### src/rtl/mastermind_score_writer.sv
// -----------------------------------------------------------------------------
// mastermind_score_writer
//
// Scores one MasterMind guess against the secret code, then writes the board
// row (guess symbols plus black/white peg markers) into the video RAM.
//
// Ports:
//   CLK        in   single clock (CLK_PLL domain)
//   RST_N      in   asynchronous active-low reset
//   START      in   one-cycle request to score a guess (honoured in IDLE only)
//   SECRET     in   secret code, position p at [p*SYM_W +: SYM_W]
//   GUESS      in   guess, packed like SECRET
//   ROW        in   board row to write
//   BUSY       out  high from START acceptance through the DONE cycle
//   DONE       out  one-cycle completion pulse
//   WIN        out  one-cycle pulse, DONE && BLACK == 4
//   BLACK      out  exact matches, held until the next DONE
//   WHITE      out  right-symbol wrong-position matches, held likewise
//   RAM_WADDR  out  video RAM write address {row, slot}
//   RAM_WDATA  out  video RAM write data {peg[2:0], symbol}
//   RAM_WEN    out  video RAM write enable
//
// Every output is a register fed from the FSM state, so each output event
// appears one cycle after the internal state that causes it. Internally the
// FSM enters EXACT right at the START edge; externally the fixed timeline is
// RAM_WEN in cycles 21..24 and DONE in cycle 25 after the START edge.
// -----------------------------------------------------------------------------
module mastermind_score_writer #(
    parameter int SYM_W = 3,
    parameter int ROW_W = 2
) (
    input  logic                 CLK,
    input  logic                 RST_N,
    input  logic                 START,
    input  logic [4*SYM_W-1:0]   SECRET,
    input  logic [4*SYM_W-1:0]   GUESS,
    input  logic [ROW_W-1:0]     ROW,
    output logic                 BUSY,
    output logic                 DONE,
    output logic                 WIN,
    output logic [2:0]           BLACK,
    output logic [2:0]           WHITE,
    output logic [ROW_W+1:0]     RAM_WADDR,
    output logic [SYM_W+2:0]     RAM_WDATA,
    output logic                 RAM_WEN
);

    typedef enum logic [2:0] {
        S_IDLE,
        S_EXACT,
        S_MISS,
        S_WRITE,
        S_DONE
    } state_t;

    state_t               state, state_nxt;
    logic [3:0]           step;        // EXACT/WRITE: slot in [1:0]; MISS: {i, j}
    logic [4*SYM_W-1:0]   secret_q, guess_q;
    logic [ROW_W-1:0]     row_q;
    logic [3:0]           gused, sused;
    logic [2:0]           black_cnt, white_cnt;

    logic                 accept;
    logic [1:0]           idx_i, idx_j;
    logic [SYM_W-1:0]     g_sym, s_sym;
    logic [2:0]           slot3, peg_lim;
    logic [2:0]           peg;

    // START is only seen in IDLE; the DONE state occupies the edge right
    // after the DONE pulse is registered, so a START on that edge is dropped.
    assign accept = START && (state == S_IDLE);

    // MISS walks guess slot i (outer) against secret slot j (inner); EXACT
    // and WRITE only need the low index.
    assign idx_i = (state == S_MISS) ? step[3:2] : step[1:0];
    assign idx_j = step[1:0];
    assign g_sym = guess_q[idx_i*SYM_W +: SYM_W];
    assign s_sym = secret_q[idx_j*SYM_W +: SYM_W];

    // Peg layout: black pegs first, then white, then empty. black+white <= 4
    // so the 3-bit sum cannot wrap.
    assign slot3   = {1'b0, idx_j};
    assign peg_lim = black_cnt + white_cnt;
    assign peg     = (slot3 < black_cnt) ? 3'd2 :
                     (slot3 < peg_lim)   ? 3'd1 : 3'd0;

    // NOTE: sequential state uses non-blocking assignments so every register
    // samples the pre-edge values, independent of block ordering.
    always_ff @(posedge CLK or negedge RST_N) begin
        if (!RST_N) state <= S_IDLE;
        else        state <= state_nxt;
    end

    // NOTE: state_nxt gets a default before the case so no path leaves it
    // unassigned, which would otherwise infer a latch.
    always_comb begin
        state_nxt = state;
        case (state)
            S_IDLE:  if (accept)          state_nxt = S_EXACT;
            S_EXACT: if (step == 4'd3)    state_nxt = S_MISS;
            S_MISS:  if (step == 4'd15)   state_nxt = S_WRITE;
            S_WRITE: if (step == 4'd3)    state_nxt = S_DONE;
            S_DONE:                       state_nxt = S_IDLE;
            default:                      state_nxt = S_IDLE;
        endcase
    end

    // Scoring datapath.
    always_ff @(posedge CLK or negedge RST_N) begin
        if (!RST_N) begin
            step      <= '0;
            secret_q  <= '0;
            guess_q   <= '0;
            row_q     <= '0;
            gused     <= '0;
            sused     <= '0;
            black_cnt <= '0;
            white_cnt <= '0;
        end else begin
            step <= (state != state_nxt) ? 4'd0 : step + 4'd1;
            case (state)
                S_IDLE: begin
                    if (accept) begin
                        secret_q  <= SECRET;
                        guess_q   <= GUESS;
                        row_q     <= ROW;
                        gused     <= '0;
                        sused     <= '0;
                        black_cnt <= '0;
                        white_cnt <= '0;
                    end
                end
                S_EXACT: begin
                    if (g_sym == s_sym) begin
                        black_cnt    <= black_cnt + 3'd1;
                        gused[idx_i] <= 1'b1;
                        sused[idx_j] <= 1'b1;
                    end
                end
                S_MISS: begin
                    // Consuming the secret slot stops a duplicate guess symbol
                    // from scoring twice against it.
                    if (!gused[idx_i] && !sused[idx_j] && (g_sym == s_sym)) begin
                        white_cnt    <= white_cnt + 3'd1;
                        gused[idx_i] <= 1'b1;
                        sused[idx_j] <= 1'b1;
                    end
                end
                default: ;
            endcase
        end
    end

    // Registered outputs.
    always_ff @(posedge CLK or negedge RST_N) begin
        if (!RST_N) begin
            BUSY      <= 1'b0;
            DONE      <= 1'b0;
            WIN       <= 1'b0;
            BLACK     <= '0;
            WHITE     <= '0;
            RAM_WEN   <= 1'b0;
            RAM_WADDR <= '0;
            RAM_WDATA <= '0;
        end else begin
            BUSY    <= accept || (state != S_IDLE);
            DONE    <= (state == S_DONE);
            WIN     <= (state == S_DONE) && (black_cnt == 3'd4);
            RAM_WEN <= (state == S_WRITE);
            if (state == S_DONE) begin
                BLACK <= black_cnt;
                WHITE <= white_cnt;
            end
            // Address/data hold their last written value between writes.
            if (state == S_WRITE) begin
                RAM_WADDR <= {row_q, idx_j};
                RAM_WDATA <= {peg, g_sym};
            end
        end
    end

endmodule

### config.mk
export PLATFORM = sky130hd
export DESIGN_NAME = mastermind_score_writer
export DESIGN_NICKNAME = d
export VERILOG_FILES = /design/src/rtl/mastermind_score_writer.sv
export SDC_FILE = /design/constraint.sdc
export NUM_CORES = 1
export LEC_CHECK = 0
export CAP_MARGIN = 10
export CORE_ASPECT_RATIO = 0.6
export CORE_MARGIN = 8
export CORE_UTILIZATION = 41
export CTS_BUF_LIST = sky130_fd_sc_hd__clkbuf_8
export DETAILED_ROUTE_END_ITERATION = 10
export PLACE_DENSITY_LB_ADDON = 0.1
export SKIP_CTS_REPAIR_TIMING = 1
export SYNTH_ARGS = -nofsm -noshare
export SYNTH_HDL_FRONTEND = slang
export SYNTH_SLANG_ARGS = --single-unit
### constraint.sdc
create_clock -name CLK -period 3.75 [get_ports CLK]
set_clock_uncertainty 0.05 [all_clocks]
set_input_delay 0.375 -clock CLK [delete_from_list [all_inputs] [get_ports CLK]]
set_output_delay 0.375 -clock CLK [all_outputs]
set_load 0.01 [all_outputs]
==> summary.txt, run 1 <==
Power and ir drop
  – Clock share of power: 15.9%
  – Sequential power share: 37.8%
  – Sw frac: 40.3%
  – Leak: 1.85 nW
  – Psw: 1.38 mW
  – PwrDens: 857 mW/mm^2
  – Internal: ~2.0 mW
  – Combinational power share: 46.3%
  – VDD IR-drop max: 0.000272 V

Critical path
  – Worst flop-to-flop path endpoint: gused[1]
  – Crit-path slowest cell: a211oi_2
  – WP data arrival: 3180 ps
  – Capture point of the worst path: gused[1]
  – Critical path class: register to register
  – Crit start category: register
  – CP required: 3980 ps
  – WP buf/inv: 1
  – Worst path cell trace: nor3b_4, buf_4, mux2i_1, mux2i_1, xnor2_1, a211oi_2, a32o_1
  – WP depth: 7
  – CP max FO: 15
  – Reg2reg setup slack: 800 ps
  – Start point of the critical path: state[1]
  – Max stage delay on crit path: 620 ps
  – CP most frequent cell: mux2i_1
  – CP Capture Type: register
  – Worst R2R Path Depth: 7
  – Worst reg2reg path startpoint: state[1]
  – Largest delay share family, worst path: compound AO/OA/AOI/OAI gates

Timing
  – Headroom to the max-slew limit: between 20% and 30%
  – TNS Setup: 0 ps
  – Final setup viols: 0
  – F_max: roughly 340 MHz
  – Final Hold Vio Count: 0
  – Unrepaired setup endpoints after global routing: false
  – Pins Over Slew Limit: 0
  – Slew @ Worst Pin: 1130 ps
  – Fin crit period: between 2000 and 3000 ps
  – Fin crit share: 78.6%

Finish
  – Number of fill cells in the layout: approximately 780
  – Design area: about 0.004 mm^2
  – Ant. Diodes: 0
  – Storage element area: between 0.0015 and 0.002 mm^2
  – Non-filler cells, final: ~470
  – Multi-input logic area: 0.00148 mm^2
  – Layout area overhead: 23.3%
  – NumNets Final: 399
  – Share of layout cells above drive strength 1: 11.3%

Detailed routing
  – 1st-iter DRT viols: 193
  – First-pass detailed-route iteration total: 4
  – Antenna-violating nets left: 0
  – Remaining DRCs: 0
  – Detailed Route WL: 7.41 mm
  – Vias per cell: between 4 and 5
  – WL per Instance: approximately 16 um
  – Via count: ~2300

Clocking
  – Clock transition at path regs: 70 ps
  – Root Buffer: clkbuf_8
  – CTS sink cnt: 66
  – Htree depth: 3
  – Number of CTS-inserted buffers: 9
  – CTS tree: done
  – Clock buffer depth: 2
  – Clock Latency Late Sink: 340 ps

Synthesis
  – Syn avg cell area: 10.4 um^2
  – Yosys cell types: 42
  – Fraction of registers with async set/reset: 100%
  – FF+latch count, synth: 66
  – Synth Net Count: ~350
  – Mux cell area share after synthesis: roughly 14%
  – Ys flop type: dfrtp_1
  – Seq/Total Area, Yosys: 51.0%
  – Synth Area in Compound Gates: 7.15%
  – Largest family of logic cells by synthesized area: simple AND/OR/NAND/NOR gates
  – Number of synthesized flops with an enable pin: 0
  – Adder-cell share of the synthesized area: 4.48%
  – Cell taking the most area after synthesis: dfrtp_1
  – YS warnings: 0
  – Syn Inst Count: approximately 310
  – Post-Syn Area: 0.00324 mm^2
  – Simple-Gate Fraction of Synth Area: ~17%
  – Xor/xnor share of the synthesized area: 2.16%
  – Synth area leaders: dfrtp_1 (51%), nand2_1 (11%), mux4_2 (5.6%)
  – Share of the synthesized area in the top cell type: 51.0%

Floorplan
  – # rows: 25
  – Starting Density: 41.8%
  – Core area: approximately 0.0078 mm^2
  – Die Area: 0.0111 mm^2
  – Chip Height: 84.9 um
  – IO Pins: 49
  – Die X: approximately 130 um

Placed design
  – Dpl hpwl: 5.40 mm
  – Placed cell areas: 0.00381 mm^2
  – PortBufs: 47
  – Placer Congestion: a little over 0.8
  – Dpl cells: 456

Global routing
  – First-pass GRT wire length: 12.7 mm
  – Vias in the first global route: 2385
  – Initial antenna violation count: 0
  – Grt total ovfl: 0
  – Largest net degree at the start of global routing: 36
  – Gr usage total: roughly 15%

Outcome
  – Status: finished clean

Worst hold path
  – HP Class: input pin to asynchronous set/reset pin

Run
  – Max-cap violations: 0
[flip-flops by register name, indices dropped and copies added (netlist names)]
signal     flops
RAM_WDATA      5
secret_q      12
DONE           1
gused          4
black_cnt      3
step           4
BLACK          3
WHITE          3
sused          4
RAM_WADDR      4
white_cnt      3
RAM_WEN        1
WIN            1
row_q          2
BUSY           1
guess_q       12
state          3
[cells by family (layout without fill, tap and decap cells)]
family                   after synthesis  count (layout)
AND/OR/NAND/NOR                      133             133
flip-flops                            66              66
multiplexers                          35              35
AO/OA/AOI/OAI                         31              31
buffers and inverters                 27              79
adder cells (fa/ha/maj)               11              11
XOR/XNOR                               8               8
other                                  1               1
[cell type report]
cell class,instances,area share [%]
Clock inverter,4,0.439
Multi-Input combinational cell,219,37.1
Inverter,11,1.03
Tap cell,108,3.38
Timing Repair Buffer,52,12.6
Sequential cell,66,41.4
Clock buffer,12,4.14
[layer usage]
layer	track usage [%]	wire (um)
met4	4.35	42
met2	19.0	2920
met3	5.44	457
met5	0	0
met1	22.3	3990
[how the worst min path moves through the flow]
stage	cells past startpoint	to	slack (ps)	startpoint
3_5_place_dp	2	secret_q[1]	420	secret_q[1]
3_3_place_gp	2	row_q[1]	410	row_q[1]
6_report	1	guess_q[1]	60	RST_N
5_1_grt	1	step[1]	120	RST_N
2_1_floorplan	0	BLACK[0]	30	RST_N
4_1_cts	1	guess_q[9]	80	RST_N
[power by group through the flow]
stage,registers [mW],logic [mW],clock network [mW]
finish,1.29,1.58,0.544
global route,1.35,1.78,0.593
CTS,1.30,1.60,0.563
detailed placement,1.31,1.59,0
global placement,1.30,1.55,0
floorplan,1.20,1.17,0
[cell usage after synthesis, types with 3 or more instances]
cell and n:
nand2_1 95, dfrtp_1 66, mux2i_1 16, nor2_1 15, clkbuf_1 13, inv_1 11, ha_1 10, mux2_2 10
mux4_2 8, a22o_1 7, o21ai_0 7, nand3_1 4, xnor2_1 4, xor2_1 4, a21oi_1 3, and2_1 3
[through the flow]
stage          hold WS, ps  total power [mW]  util (%)  setup WS (ps)
2_1_floorplan         29.4              2.36         -           1250
3_3_place_gp           411              2.86      49.1            975
3_5_place_dp           419              2.90      49.1            826
4_1_cts               80.9              3.46      51.5            813
5_1_grt                119              3.73      51.5            543
6_report              59.9              3.42      51.5            802
[cell usage in the layout (no fill, tap or decap), drive strengths merged, types with 3 or more instances in the layout]
cell            n
nand2          95
dfrtp          66
clkdlybuf4s50  46
mux2i          16
nor2           15
inv            13
clkbuf         12
mux2           11
ha             10
mux4            8
a22o            7
o21ai           7
buf             6
nand3           4
xnor2           4
xor2            4
and2            3
a21oi           3
o311ai          3
Power figures use the tool's default switching activity.
==> run 2, diff against run 1 <==
==> constraint.sdc (replaced) <==
create_clock -name CLK -period 2.5 [get_ports CLK]
set_clock_uncertainty 0.05 [all_clocks]
set_input_delay 0.25 -clock CLK [delete_from_list [all_inputs] [get_ports CLK]]
set_output_delay 0.25 -clock CLK [all_outputs]
set_load 0.01 [all_outputs]
==> run 2 against run 1 <==
Effect of this change: utilization rose by 2.3 points; worst hold slack better by 240 ps; setup slack lost 720 ps; largest power group unchanged.
==> summary.txt, run 2 (synthesis results as in run 1) <==
Finish
  – Layout area overhead: 28.8%
  – Biggest regs: guess_q (12), secret_q (12), RAM_WDATA (5)
  – Non-filler cells, final: 485 (+2.8%)
  – Design area: 0.00417 mm^2 (+4.4%)
  – Share of layout cells above drive strength 1: 16.2% (+4.9 points)
  – Ant. Diodes: 0 (unchanged)
  – Number of fill cells in the layout: 731 (-5.7%)
  – Fin util: 53.8% (+2.3 points)
  – Commonest cells after routing, fill and taps aside: nand2_1 (94), dfrtp_1 (66), clkdlybuf4s50_1 (46), nor2_1 (15), buf_4 (15)
  – NumNets Final: 412 (+3.3%)
  – Commonest non-fill, non-tap cell in the layout: nand2_1

Global routing
  – First-pass GRT wire length: 12.8 mm (+0.70%)
  – Grt total ovfl: 0 (unchanged)
  – Vias in the first global route: 2471 (+3.6%)
  – Gr usage total: 15.1% (+0.26 points)
  – Largest net degree at the start of global routing: 30 (-17%)
  – Initial antenna violation count: 0 (unchanged)

Critical path
  – CP required: 2700 ps (-1280 ps)
  – Worst path cell trace: nor3b_4, mux2i_2, buf_4, mux2i_1, o211ai_1, or3_4, o311ai_2
  – CP Capture Type: register
  – Crit start category: register
  – Crit-path slowest cell: dfrtp_1
  – Max stage delay on crit path: 450 ps (-170 ps)
  – Critical path class: register to register
  – CP max FO: 6 (-9)
  – WP data arrival: 2620 ps (-560 ps)

Power and ir drop
  – VDD IR-drop max: 0.000523 V (+92%)
  – Clock share of power: 15.9% (about the same)
  – Internal: 3.32 mW (+63%)
  – Psw: 2.18 mW (+58%)
  – Sequential power share: 33.3% (-4.5 points)
  – Leak: 1.93 nW (+4.4%)
  – Combinational power share: 50.8% (+4.5 points)
  – Sw frac: 39.7% (-0.62 points)
  – Total power: 5.51 mW (+61%)
  – PwrDens: 1320 mW/mm^2 (+54%)

Placed design
  – PortBufs: 47 (unchanged)
  – Dpl cells: 468 (+2.6%)
  – Placer Congestion: 0.804 (-2.9%)
  – Placed cell areas: 0.00391 mm^2 (+2.7%)
  – Dpl hpwl: 5.63 mm (+4.1%)

Floorplan
  – Die X: 131 um (unchanged)
  – Starting Density: 41.8% (unchanged)
  – Die Area: 0.0111 mm^2 (unchanged)
  – # rows: 25 (unchanged)
  – Chip Height: 84.9 um (unchanged)
  – Core area: 0.00776 mm^2 (unchanged)
  – IO Pins: 49 (unchanged)

Clocking
  – Clock transition at path regs: 70 ps (about the same)
  – Htree depth: 3 (unchanged)
  – Clock Latency Late Sink: 350 ps (about the same)
  – CTS sink cnt: 66 (unchanged)
  – CTS tree: done
  – Clock buffer depth: 2 (unchanged)
  – Number of CTS-inserted buffers: 9 (unchanged)
  – Root Buffer: clkbuf_8

Outcome
  – Status: finished clean

Detailed routing
  – Antenna-violating nets left: 0 (unchanged)
  – Remaining DRCs: 0 (unchanged)
  – First-pass detailed-route iteration total: 4 (unchanged)
  – Vias per cell: 4.87 (-0.58%)
  – WL per Instance: 15.4 um (-1.9%)
  – Detailed Route WL: 7.47 mm (+0.82%)
  – 1st-iter DRT viols: 112 (-42%)
  – Via count: 2364 (+2.2%)

Timing
  – F_max: 414 MHz (+22%)
  – Slew @ Worst Pin: 626 ps (-503 ps)
  – Hold Worst Slack: 296 ps (+236 ps)
  – Pins Over Slew Limit: 0 (unchanged)
  – Fin crit share: 96.7% (+18 points)
  – Final setup viols: 0 (unchanged)
  – Headroom to the max-slew limit: 58.1% (+34 points)
  – Final Hold Vio Count: 0 (unchanged)
  – Fin crit period: 2420 ps (-530 ps)

Worst hold path
  – HP Class: input pin to asynchronous set/reset pin

Run
  – Max-cap violations: 0 (unchanged)
-- run 2: worst max-delay path: cells and delay by family (launching register included) --
kind	cells	cell delay [ps]
mux	2	560
flops	1	450
simple gates	2	660
compound gates	2	430
buf+inv	1	170
-- run 2: final cells by class --
cell class	instances	area [um^2]	area share (%)
Sequential cell	66	1650	39.6
Clock inverter	2	8.76	0.210
Clock buffer	14	193	4.62
Tap cell	108	135	3.24
Inverter	11	41.3	0.990
Multi-Input combinational cell	219	1520	36.5
Timing Repair Buffer	65	619	14.8
-- run 2: per-layer routing --
| layer | GRT usage [%] | part of all wire (%) | vias up |
|---|---|---|---|
| met3 | 5.94 | 6.1 | 10 |
| met4 | 4.35 | 1.2 | 0 |
| met5 | 0 | 0 | - |
| met1 | 22.3 | 54 | 1127 |
| met2 | 19.5 | 39 | 49 |
| li1 | - | - | 1178 |
-- run 2: power by group through the flow --
stage	sequential [mW]	clock [mW]	combinational, mW
2_1_floorplan	1.79	0	1.76
3_3_place_gp	1.83	0	2.60
3_5_place_dp	1.85	0	2.63
4_1_cts	1.83	0.906	2.63
5_1_grt	1.90	0.949	3.12
6_report	1.83	0.877	2.80
-- run 2: final timing paths --
kind | startpoint | end | slack (ps) | depth (start not counted)
max in group asynchronous | RST_N | RAM_WDATA[4] | 1390 | 3
min in group CLK | GUESS[8] | guess_q[8] | 370 | 3
worst min register to register | secret_q[3] | secret_q[3] | 420 | 2
worst max-delay path | state[0] | white_cnt[0] | 80 | 7
worst min-delay path | RST_N | RAM_WADDR[3] | 300 | 2
worst max register to register | state[0] | white_cnt[0] | 80 | 7
-- run 2: per-stage QoR --
step | worst slack [ps] | setup TNS (ps)
floorplan | 28.7 | 0
global placement | 131 | 0
detailed placement | 58.7 | 0
CTS | 40.5 | 0
global route | -13.7 | -13.7
finish | 82.2 | 0
==> RTL edit: new RTL, config.mk and constraints of run 2 <==
The 5 states of `state_t` get a one-hot encoding in 5 bits.
--- a/src/rtl/mastermind_score_writer.sv
+++ b/src/rtl/mastermind_score_writer.sv
@@ -45,12 +45,12 @@
     output logic                 RAM_WEN
 );
 
-    typedef enum logic [2:0] {
-        S_IDLE,
-        S_EXACT,
-        S_MISS,
-        S_WRITE,
-        S_DONE
+    typedef enum logic [4:0] {
+        S_IDLE  = 5'b00001,
+        S_EXACT = 5'b00010,
+        S_MISS  = 5'b00100,
+        S_WRITE = 5'b01000,
+        S_DONE  = 5'b10000
     } state_t;
 
     state_t               state, state_nxt;
Formal check against the unedited RTL: no difference found for any inputs over 10 cycles, from zero or initial values and one cycle with RST_N low; not proved beyond that.
==> RTL edit against run 2 <==
The run now ends with negative setup slack left; combinational power fell by 35%; total power fell by 21%; fmax fell by 3.5%; worst hold slack improved by 0.065 ns; wire length rose by 18%; synthesized cell count rose by 14%; via count rose by 16%; sequential cell count rose by 2; non-clock buffer count rose by 8; area after synthesis rose by 5.4%; worst setup slack got worse by 0.088 ns; final area rose by 4.9%; critical path depth did not move; largest power group unchanged.
==> RTL edit: results <==
set metrics [dict create \
    status "finished, violations left" \
    violations "negative setup slack" \
    syn_nets 397 \
    grt_pass1_wl_um 14690 \
    synthMuxAreaShare_pct 6.891 \
    final.setup.tns_ns -0.006191 \
    vias 2738 \
    p_int_mw 2.704 \
    met2_usage_pct 19.89 \
    hpwlAfterDp_um 6548 \
    arrival_ns 2.70 \
    ir_drop_mv 0.4420 \
    dpl-instance-area_mm2 0.004144 \
    setup_viol 1 \
    slowest_stage "or3b_4" \
    gp_congestion 0.8986 \
    p_leak_nw 2.064 \
    grt_use_total_pct 16.22 \
    final_nets 465 \
    use_met3_pct 5.658 \
    synth.distinct_cells 52 \
    synth_seq_area_share_pct 49.89 \
    layout-drive-gt1-share_pct 16.28 \
    use_met1_pct 25.03 \
    cpPeakStageDelay_ns 0.43 \
    setup_ws_ns -0.006191 \
    synth_cells 357 \
    drtIter0Drc 238 \
    synthAdderAreaFrac_pct 4.252 \
]
-- RTL edit: layer usage --
layer  vias up  share of wire, %
li1       1336                 -
met1      1311                55
met2        86                37
met3         5               7.7
met4         0              0.78
met5         -                 0
-- RTL edit: final timing paths --
kind / from / endpoint
max reg2reg: state[1] / black_cnt[1]
min reg2reg: row_q[0] / RAM_WADDR[2]
min in group asynchronous: RST_N / guess_q[4]
min: ROW[1] / row_q[1]
max: state[1] / black_cnt[1]
max in group asynchronous: RST_N / state[0]
-- RTL edit: final cells by class --
type,instances,area (µm²)
Clock buffer,11,151.4
Clock inverter,5,51.30
Fill cell,757,3602
Inverter,13,48.80
Multi-Input combinational cell,260,1608
Sequential cell,68,1704
Tap cell,108,135.1
Timing Repair Buffer,73,675.6
-- RTL edit: worst reg2reg max path: cells and delay by family, from the launching register on --
| kind | cells | cell delay, ns |
|---|---|---|
| simple gates | 5 | 1.48 |
| flops | 1 | 0.39 |
| mux | 1 | 0.29 |
| compound gates | 1 | 0.19 |
-- RTL edit: power by group through the flow --
stage	combinational [mW]	sequential [mW]	clock, mW
after floorplan	1.20	1.53	0
after global placement	1.73	1.60	0
after detailed placement	1.75	1.61	0
after CTS	1.76	1.59	0.952
after global routing	2.00	1.63	0.987
final	1.81	1.60	0.934
-- RTL edit: metrics by stage --
| step | total power [mW] | hold slack [ns] |
|---|---|---|
| floorplan | 2.737 | -0.09559 |
| global placement | 3.333 | 0.2499 |
| detailed placement | 3.359 | 0.2493 |
| CTS | 4.306 | -0.1432 |
| global route | 4.621 | 0.3618 |
| finish | 4.342 | 0.3608 |
-- RTL edit: cell families (layout without fill, tap and decap cells) --
| family | count (synthesis) | after routing |
|---|---|---|
| AND/OR/NAND/NOR | 176 | 176 |
| flip-flops | 68 | 68 |
| XOR/XNOR | 5 | 5 |
| multiplexers | 17 | 17 |
| adder cells (fa/ha/maj) | 11 | 11 |
| other | 1 | 1 |
| AO/OA/AOI/OAI | 50 | 50 |
| buffers and inverters | 29 | 102 |
